**src/rtl/mem_port_arbiter.sv**
```systemverilog
// mem_port_arbiter: shares one single-port fixed-latency memory between
// instruction fetch (IF) and the data (MEM-stage) port.
// Ports: clk/rst; ifReq/ifAddr -> ifGnt/ifValid/ifData;
//   dReq/dWe/dAddr/dWrData -> dGnt/dValid/dRdData;
//   memReq/memWe/memAddr/memWrData -> memory, memRdData <- memory;
//   stall -> CPU pipeline hold request.
module mem_port_arbiter #(
    parameter int ADDR_WIDTH   = 16,
    parameter int DATA_WIDTH   = 32,
    parameter int MEM_LATENCY  = 2,
    parameter int STARVE_LIMIT = 4
) (
    input  logic                  clk,
    input  logic                  rst,
    input  logic                  ifReq,
    input  logic [ADDR_WIDTH-1:0] ifAddr,
    output logic                  ifGnt,
    output logic                  ifValid,
    output logic [DATA_WIDTH-1:0] ifData,
    input  logic                  dReq,
    input  logic                  dWe,
    input  logic [ADDR_WIDTH-1:0] dAddr,
    input  logic [DATA_WIDTH-1:0] dWrData,
    output logic                  dGnt,
    output logic                  dValid,
    output logic [DATA_WIDTH-1:0] dRdData,
    output logic                  memReq,
    output logic                  memWe,
    output logic [ADDR_WIDTH-1:0] memAddr,
    output logic [DATA_WIDTH-1:0] memWrData,
    input  logic [DATA_WIDTH-1:0] memRdData,
    output logic                  stall
);

    typedef enum logic {IDLE, BUSY} state_t;

    localparam logic [2:0] LAT  = 3'(MEM_LATENCY);
    localparam logic [3:0] SLIM = 4'(STARVE_LIMIT);

    state_t     state_q, state_d;
    logic [2:0] cnt_q, cnt_d;
    logic [3:0] starve_q, starve_d;
    // owner of the access in flight: 1 = data port, 0 = IF
    logic       ownd_q, ownd_d;
    logic       we_q, we_d;

    logic done;
    logic slot;
    logic pick_d;

    always_ff @(posedge clk or posedge rst) begin
        if (rst) begin
            state_q  <= IDLE;
            cnt_q    <= '0;
            starve_q <= '0;
            ownd_q   <= 1'b0;
            we_q     <= 1'b0;
        end else begin
            state_q  <= state_d;
            cnt_q    <= cnt_d;
            starve_q <= starve_d;
            ownd_q   <= ownd_d;
            we_q     <= we_d;
        end
    end

    always_comb begin
        state_d   = state_q;
        cnt_d     = cnt_q;
        starve_d  = starve_q;
        ownd_d    = ownd_q;
        we_d      = we_q;
        ifGnt     = 1'b0;
        ifValid   = 1'b0;
        ifData    = '0;
        dGnt      = 1'b0;
        dValid    = 1'b0;
        dRdData   = '0;
        memReq    = 1'b0;
        memWe     = 1'b0;
        memAddr   = '0;
        memWrData = '0;
        stall     = 1'b0;
        done      = (state_q == BUSY) && (cnt_q == LAT);
        slot      = (state_q == IDLE) || done;
        // IF only beats a waiting data request once it has been
        // passed over STARVE_LIMIT times in a row.
        pick_d    = dReq && (!ifReq || (starve_q != SLIM));

        // Outputs are held at zero for as long as reset is asserted,
        // even though requests may already be present.
        if (!rst) begin
            if (done) begin
                if (ownd_q) begin
                    dValid  = 1'b1;
                    dRdData = we_q ? '0 : memRdData;
                end else begin
                    ifValid = 1'b1;
                    ifData  = memRdData;
                end
            end

            if ((state_q == BUSY) && !done) begin
                cnt_d = cnt_q + 3'd1;
            end

            if (slot) begin
                if (pick_d) begin
                    dGnt      = 1'b1;
                    memReq    = 1'b1;
                    memWe     = dWe;
                    memAddr   = dAddr;
                    memWrData = dWe ? dWrData : '0;
                    ownd_d    = 1'b1;
                    we_d      = dWe;
                    cnt_d     = 3'd1;
                    state_d   = BUSY;
                    if (ifReq && (starve_q != SLIM)) begin
                        starve_d = starve_q + 4'd1;
                    end
                end else if (ifReq) begin
                    ifGnt    = 1'b1;
                    memReq   = 1'b1;
                    memAddr  = ifAddr;
                    ownd_d   = 1'b0;
                    we_d     = 1'b0;
                    cnt_d    = 3'd1;
                    state_d  = BUSY;
                    starve_d = '0;
                end else begin
                    state_d = IDLE;
                end
            end

            stall = (ifReq && !ifGnt) || (dReq && !dGnt) ||
                    ((state_q == BUSY) && !done);
        end
    end

endmodule

```
**config.mk**
```make
export PLATFORM = sky130hd
export DESIGN_NAME = mem_port_arbiter
export DESIGN_NICKNAME = d
export VERILOG_FILES = /design/src/rtl/mem_port_arbiter.sv
export SDC_FILE = /design/constraint.sdc
export NUM_CORES = 1
export LEC_CHECK = 0
export BUFFER_PORTS_ARGS = -buffer_cell sky130_fd_sc_hd__buf_2
export CAP_MARGIN = 25
export CORE_AREA = 2 2 86 88
export DETAILED_ROUTE_END_ITERATION = 12
export DIE_AREA = 0 0 88 90
export HOLD_SLACK_MARGIN = 0.03
export PLACE_DENSITY = 0.71
export SYNTH_ARGS = -nofsm -noshare
export SYNTH_HDL_FRONTEND = slang
export SYNTH_SLANG_ARGS = --single-unit
```
**constraint.sdc**
```tcl
create_clock -name clk -period 1.9 [get_ports clk]
set_input_delay 0.095 -clock clk [delete_from_list [all_inputs] [get_ports clk]]
set_output_delay 0.095 -clock clk [all_outputs]
set_load 0.005 [all_outputs]
```
# Word level (Yosys, flattened, before mapping)
# Cells that the tools add are included.
# Widths: inputs -> output; s select.
[word_totals]
reg_bits = 10
latch_bits = 0
ramBits = 0
mem_bits_ro = 0
input_bits = 101
wordCells = 77
n_memories = 0
[classes]
addsub = 2
n_mul = 0
n_div = 0
n_lt_le_gt_ge = 0
n_eq_ne = 3
shifts = 0
muxes = 47
bitwise = 2
reduce_logical = 18
[ops]
columns = ["operator", "n"]
rows = [
  ["$mux 32", 11],
  ["$mux 16", 4],
  ["$mux 1", 25],
  ["$mux 3", 4],
  ["$mux 4", 3],
  ["$logic_and 1x1->1", 6],
  ["$add 4x1->4 const B", 1],
  ["$logic_not 1->1", 4],
  ["$logic_or 1x1->1", 4],
  ["$ne 4x3->1 const B", 1],
  ["$reduce_and 4->1", 1],
  ["$add 3x1->3 const B", 1],
  ["$eq 3x2->1 const B", 1],
  ["$reduce_and 3->1", 1],
  ["$ne 2x1->1 const B", 1],
  ["$not 1->1", 2],
  ["$reduce_and 2->1", 1],
  ["$reduce_bool 2->1", 1],
]

# Logic depth before layout (Yosys ltp)
# Gate-level depths: netlist (run 1).
[depth]
depth_word = 11
mapped_depth = 7
depth_no_buf = 7

# Least setup slack after synthesis (run 1)
# OpenSTA, ideal clock, no wires.
[synth_timing]
kind = "register to output"
startpoint = "register cnt_q[0]"
endpoint = "output port dRdData[0]"
arrival_time_ps = 1462
required_ps = 1805
slack_ps = 343
path_stages_with_launch = 8
path_buffers = 1
path_cell_list = "dfrtp_1 inv_1 ha_1 nor2b_2 nand2_1 nor3b_2 buf_4 and2_1"
[synth_via]
elab_chain_len = 4
[synth_rtl]
columns = ["element", "line_no", "text"]
rows = [
  ["start: declaration", "41", "logic [2:0] cnt_q, cnt_d;"],
  ["start signal: assignment", "60", "cnt_q <= cnt_d;"],
  ["$eq 3x2->1", "84", "done = (state_q == BUSY) && (cnt_q == LAT);"],
  ["$logic_and 1x1->1", "84", ""],
  ["$mux 32", "93", "if (done) begin"],
  ["$mux 32", "92", "if (!rst) begin"],
  ["end: declaration", "26", "output logic [DATA_WIDTH-1:0] dRdData,"],
]
# Every way passes these cells.

# Worst setup path after layout (run 1)
[layout_timing]
startpoint = "register cnt_q[1]"
endpoint = "output port memAddr[11]"
[layout_via]
elab_chain_len = 5
[layout_rtl]
columns = ["element", "line_no", "text"]
rows = [
  ["$eq 3x2->1", "84", ""],
  ["$logic_and 1x1->1", "84", ""],
  ["$logic_or 1x1->1", "85", "slot = (state_q == IDLE) || done;"],
  ["$mux 16", "107", "if (slot) begin"],
  ["$mux 16", "92", ""],
  ["end: declaration", "29", "output logic [ADDR_WIDTH-1:0] memAddr,"],
]
# Every way passes these cells.

==> metrics.yaml, run 1 <==
ys_ff_latch: 10
period_share_pct: 102
drtIter0Drc: 54
yosys_warnings: 0
syn_area_per_cell_sq_um: 7.54
cts_buffers: 3
crit_type: "reg -> out"
worst_pin_slew_ns: 0.447
path_max_fanout: 17
endpoint_kind: "output port"
ys.flop_type: "dfrtp_1"
start_util_pct: 20.5
grt_use_total_pct: 14.8
insertion_delay_ns: 0.24
antenna_found_initial: 0
final_core_util_pct: 45.4
setup_viol: 68
cts_tree: "done"
clock.fmax_mhz: 515
holdCritPathClass: "in -> reg"
clk_path_buf_depth: 2
maxSlewViolCount: 0
finalHoldViolCount: 0
ios: 220
rows: 31
rsz0062_at_grt: "yes"
placement.io_buffers: 219
finalWorstSetupSlack_ns: -0.0422
grt_max_degree: 34
cp.required_ns: 1.80
failed_checks: "setup timing"
fin_nets: 530
synth.distinct_cells: 33
maxSlewHeadroom_pct: 69.9
drc: 0
power_density_mw_per_mm2: 523
gp_congestion: 0.923
synth_fp_nets: 296
grt_pass1_vias: 2029
finalCriticalPeriod_ns: 1.94
timing.clock.skew_ns: 0.00207
via_per_inst: 4.41
dr.pass1.iters: 4
ir_worst_vdd_v: 0.000367
ant_nets: 0
grt-ovfl-total: 0
leakagePower_nw: 2.04
die-area_sq_mm: 0.00792
die_y_microns: 90
grt_pass1_wl_microns: 9540
syn_area_sq_mm: 0.00144
async_reset_ff_share_pct: 100
postSynthCellCount: 191
vias: 2304
drv_cap: 0
cts.clk_slew.worst_paths_ns: 0.05
start_kind: "flip-flop"
area_growth_pct: 121
pre_cts_slack_ns: 0.109
arrival_ns: 1.85
finalSetupTns_ns: -1.37
wl_per_cell_microns: 13.8
synth-seq-area-share_pct: 17.4
die_x_microns: 88
hpwl_microns: 5110
final_layout_size_suffix_gt1_share_pct: 66.7
cts_max_level: 1
coreArea_sq_mm: 0.00702
synth_edf_count: 0
wirelength_microns: 7200
root_buffer: "clkbuf_8"
clkSinkCount: 10
num_antenna_cells: 0
outcome: "finished, violations left"
per-layer routing:
metal	global-route usage, %	up-vias	wire length (microns)
met5	0	-	0
met4	3.21	0	111
met3	2.20	10	572
met2	29.1	143	3970
met1	16.0	1029	2550
li1	-	1122	-
metrics by stage:
| stage | instances | power (W) | instance area (sq um) | hold slack, ns |
|---|---|---|---|---|
| 2_1_floorplan | 191 | 0.000808 | 1440 | -0.0566 |
| 3_3_place_gp | 497 | 0.00111 | 2640 | 0.147 |
| 3_5_place_dp | 497 | 0.00114 | 2640 | 0.162 |
| 4_1_cts | 509 | 0.00152 | 2860 | 0.208 |
| 5_1_grt | 522 | 0.00180 | 3180 | 0.202 |
| 6_report | 522 | 0.00167 | 3180 | 0.207 |
cell usage after synthesis, types with 3 or more instances:
master     n  area share, %
inv_1      9            2.3
buf_4      4            2.1
and3_1    33             14
a21o_1     3            1.6
buf_2      9            3.1
nand2_1    3           0.78
clkbuf_1   3           0.78
ha_1       4            3.5
and2_1    65             28
nor2_1     7            1.8
a22o_1    18             11
dfrtp_1   10             17
kinds of logic after synthesis:
group | count (synthesis) | synth area share, %
AND/OR/NAND/NOR | 117 | 50.1
AO/OA/AOI/OAI | 32 | 18.6
buffers and inverters | 25 | 8.34
flip-flops | 10 | 17.4
adder cells (fa/ha/maj) | 4 | 3.48
multiplexers | 2 | 1.48
XOR/XNOR | 1 | 0.608
sequential cells by signal (all words and copies together), names as in the netlist:
name / cells
cnt_q: 3
ownd_q: 1
starve_q: 4
state_q: 1
we_q: 1
power breakdown:
| group | switching, W | internal [W] |
|---|---|---|
| Clock | 0.0000880 | 0.000139 |
| Sequential | 0.0000935 | 0.000301 |
| Combinational | 0.000453 | 0.000592 |
layout make-up:
class | instances | area (sq um)
fillers | 666 | 3840
repair buffers | 245 | 1550
multi-input cells | 156 | 1190
flip-flops and latches | 10 | 250
well taps | 99 | 124
clock buffers | 3 | 41.3
inverters | 9 | 33.8
cell usage in the layout (no fill, tap or decap), types with 6 or more instances in the layout:
cell / Yosys / routed
and2_4: 0 / 20
a22o_1: 18 / 18
buf_6: 0 / 26
inv_1: 9 / 6
dfrtp_1: 10 / 10
buf_2: 9 / 197
nor2_1: 7 / 7
and3_1: 33 / 31
buf_4: 4 / 14
and2_1: 65 / 45
final timing paths:
check	slack [ns]	end	start	cells past startpoint
max	-0.04	memAddr[11]	cnt_q[1]$_DFFE_PP0N_	8
min	0.21	starve_q[2]$_DFFE_PP0P_	dReq	3
max reg2reg	0.22	we_q$_DFFE_PP0P_	cnt_q[1]$_DFFE_PP0N_	6
min reg2reg	0.54	ownd_q$_DFFE_PP0P_	ownd_q$_DFFE_PP0P_	1
max in group asynchronous	1.28	starve_q[0]$_DFFE_PP0P_	rst	4
min in group asynchronous	0.47	cnt_q[0]$_DFFE_PP0N_	rst	4
repair_timing:
action,in CTS,in global routing
endpoints found under the setup margin,114,113
gates cloned,2,4
setup buffers,6,11
hold buffers,1,0
hold endpoints to repair,10,0
resized for setup,15,50
pin swaps,6,32
worst max-delay path, stage by stage, from the launching register on:
cell	delay [ns]
dfrtp_1	0.42
ha_4	0.18
nor2b_4	0.13
buf_4	0.14
o21ai_4	0.22
a21oi_4	0.05
buf_12	0.15
a22o_1	0.18
buf_2	0.12
No activity file was read; power rests on OpenSTA's default activity.
==> inputs of run 2 (changes only) <==
--- a/config.mk
+++ b/config.mk
@@ -7,11 +7,14 @@
 export LEC_CHECK = 0
 export BUFFER_PORTS_ARGS = -buffer_cell sky130_fd_sc_hd__buf_2
 export CAP_MARGIN = 25
-export CORE_AREA = 2 2 86 88
+export CELL_PAD_IN_SITES_DETAIL_PLACEMENT = 0
+export CELL_PAD_IN_SITES_GLOBAL_PLACEMENT = 1
+export CORE_MARGIN = 2
+export CORE_UTILIZATION = 17
+export CTS_CLUSTER_DIAMETER = 60
 export DETAILED_ROUTE_END_ITERATION = 12
-export DIE_AREA = 0 0 88 90
 export HOLD_SLACK_MARGIN = 0.03
-export PLACE_DENSITY = 0.71
+export PLACE_DENSITY = 0.91
 export SYNTH_ARGS = -nofsm -noshare
 export SYNTH_HDL_FRONTEND = slang
 export SYNTH_SLANG_ARGS = --single-unit
==> constraint.sdc (replaced) <==
create_clock -name clk -period 1.9 [get_ports clk]
set_input_delay 0.19 -clock clk [delete_from_list [all_inputs] [get_ports clk]]
set_output_delay 0.19 -clock clk [all_outputs]
set_load 0.005 [all_outputs]
==> run 2 against run 1 <==
The run still ends with setup timing left. Largest cell class unchanged. Clock power is 4% lower. Total power rose by 17%. Critical path type unchanged. Core utilization increased by 1.9 points. First-iteration DRC count fell by 9.3%. Worst setup slack got worse by 0.15 ns. Critical path depth grew 2. Fmax is 7.3% lower. Via count grew 5.9%. Register-to-register slack lost 0.17 ns. Critical endpoint is now dRdData[23].
==> metrics.yaml, run 2 (synthesized netlist as in run 1, its figures left out) <==
finalHoldViolCount: 0  # unchanged
timing.critical_path.mode_cell: "buf_6"
timing.rr.start: "cnt_q[1]$_DFFE_PP0N_"
outcome: "finished, violations left"
clkSinkCount: 10  # unchanged
grt_util_met1_pct: 14.2  # -1.8 points
endpoint_kind: "output port"
top_usage_layer: "met2"
rrSetupSlack_ns: 0.05  # -0.17 ns
via_per_inst: 4.55  # +3.0%
start_kind: "flip-flop"
cp.required_ns: 1.71  # -0.09 ns
holdCritPathClass: "in -> reg"
gp_congestion: 0.842  # -8.8%
fin_nets: 539  # +1.7%
finalCriticalPeriod_ns: 2.09  # +0.152 ns
path_max_fanout: 8  # -9
pre_cts_slack_ns: -0.0450  # -0.154 ns
grt_max_degree: 34  # unchanged
cp_slowest_cell: "dfrtp_1"
failed_checks: "setup timing"
drtIter0Drc: 49  # -9.3%
dr.pass1.iters: 4  # unchanged
ios: 220  # unchanged
r2r_end: "we_q$_DFFE_PP0P_"
final_layout_size_suffix_gt1_share_pct: 77.5  # +11 points
crit_cells: 10  # +2
hpwl_microns: 5560  # +8.9%
hold_ws_ns: 0.321  # +0.113 ns
worst_pin_slew_ns: 0.552  # +0.105 ns
grt-ovfl-total: 0  # unchanged
drv_cap: 0  # unchanged
power_density_mw_per_mm2: 501  # -4.3%
maxSlewViolCount: 0  # unchanged
insertion_delay_ns: 0.23  # about the same
start_util_pct: 17.5  # -3.0 points
vias: 2441  # +5.9%
cp_top_family: "buffers and inverters"
grt_pass1_vias: 1981  # -2.4%
timing.clock.skew_ns: 0.00102  # -0.00105 ns
period_share_pct: 110  # +8.0 points
die_x_microns: 96.0  # +9.1%
rsz0062_at_grt: "yes"
maxSlewHeadroom_pct: 63.2  # -6.8 points
coreArea_sq_mm: 0.00822  # +17%
cp_cell_sequence: "inv_2 > ha_4 > nor2b_4 > buf_6 > nand2_4 > nor3b_4 > buf_6 > clkbuf_16 > and2_4 > buf_6"
area_growth_pct: 170
ir_worst_vdd_v: 0.000296  # -19%
wl_per_cell_microns: 16.2  # +17%
ant_nets: 0  # unchanged
crit_buf_inv: 5  # +2
crit_end: "dRdData[23]"
cts_tree: "done"
die-area_sq_mm: 0.00922  # +16%
slowest_delay_ns: 0.38  # -0.04 ns
drc: 0  # unchanged
placement.io_buffers: 219  # unchanged
final_common_cell: "buf_2"
clock.fmax_mhz: 478  # -7.3%
grtUsageMet2_pct: 27.1  # -2.0 points
num_antenna_cells: 0  # unchanged
regMostFlops: "starve_q"
setup_viol: 113  # +66%
antenna_found_initial: 0  # unchanged
leakagePower_nw: 2.14  # +4.7%
cts.clk_slew.worst_paths_ns: 0.05  # about the same
p_total_w: 0.00194  # +17%
crit_type: "reg -> out"
rows: 33  # +6.5%
largest_reg_flops: 4  # unchanged
crit_path_start: "cnt_q[0]$_DFFE_PP0N_"
met3_usage_pct: 2.43  # +0.22 points
cts_buffers: 3  # unchanged
die_y_microns: 96.0  # +6.7%
arrival_ns: 1.90  # +0.05 ns
root_buffer: "clkbuf_8"
finalWorstSetupSlack_ns: -0.194  # -0.152 ns
clk_path_buf_depth: 2  # unchanged
biggestRegsByFlops: "starve_q: 4 flops, cnt_q: 3 flops"
final_cell_mix: "buf_2 (153), buf_6 (69), and2_4 (36), and2_1 (29), and3_4 (29)"
cts_max_level: 1  # unchanged
wirelength_microns: 8700  # +21%
fill_cells: 772  # +16%
r2r_cells: 8  # +2
grt_use_total_pct: 13.3  # -1.5 points
grt_pass1_wl_microns: 9370  # -1.7%
[run 2: changes by cell type in the layout (fill, tap and decap cells not counted), moves of 2 or more]
cell	before	now
and2_4	20	36
clkbuf_16	3	8
buf_12	4	7
buf_6	26	69
buf_16	0	2
and3_4	2	29
buf_2	197	153
and2_1	45	29
and3_1	31	4
[run 2: what timing repair did]
action | 4_1_cts | 5_1_grt
resized for setup | 17 | 137
pin swaps | 8 | 71
hold buffers | 1 | 0
buffers inserted | 11 | 8
endpoints found under the hold margin | 10 | 0
setup endpoints to repair | 116 | 116
cloned | 4 | 9
[run 2: power breakdown]
part | internal (W) | switching, W | total [W]
Sequential | 0.000302 | 0.0000946 | 0.000396
Clock | 0.000138 | 0.0000801 | 0.000219
Combinational | 0.000794 | 0.000536 | 0.00133
Total | 0.00123 | 0.000710 | 0.00194
[run 2: how the worst min path moves through the flow]
stage / from / to / slack (ns) / depth (start not counted)
after floorplan: rst / cnt_q[0]$_DFFE_PP0N_ / 0.04 / 1
after global placement: rst / starve_q[2]$_DFFE_PP0P_ / 0.24 / 3
after detailed placement: rst / cnt_q[1]$_DFFE_PP0N_ / 0.25 / 3
after CTS: rst / state_q$_DFFE_PP0P_ / 0.31 / 3
after global routing: dReq / starve_q[2]$_DFFE_PP0P_ / 0.33 / 3
final: rst / state_q$_DFFE_PP0P_ / 0.32 / 3
[run 2: cell type report]
cell class,count,area (sq um),share of cell area [%]
sequential,10,250,6.45
tap,105,131,3.38
timing repair buffer,254,2060,53.1
inverter,9,33.8,0.870
multi-input combinational,156,1370,35.2
clock buffer,3,41.3,1.06
[run 2: stage by stage]
step | std cells | utilization (%) | setup TNS (ns) | cell area, sq um
after floorplan | 191 | - | 0 | 1440
after global placement | 504 | 32.3 | -0.00261 | 2660
after detailed placement | 504 | 32.3 | -0.161 | 2660
after CTS | 523 | 36.4 | -14.92 | 2990
after global routing | 537 | 47.3 | -20.89 | 3880
final | 537 | 47.3 | -14.24 | 3880
[run 2: worst register-to-register path: cells and delay by family (launching register included)]
kind | cells | cell delay [ns]
simple gates | 2 | 0.28
compound gates | 2 | 0.41
fa+ha+maj | 1 | 0.18
buf+inv | 3 | 0.45
flops | 1 | 0.42
[run 2: metal layers]
metal  vias to the layer above  part of all wire [%]
li1                       1143                     -
met1                      1133                    35
met2                       157                    57
met3                         8                   7.8
met4                         0                  0.74
met5                         -                     0
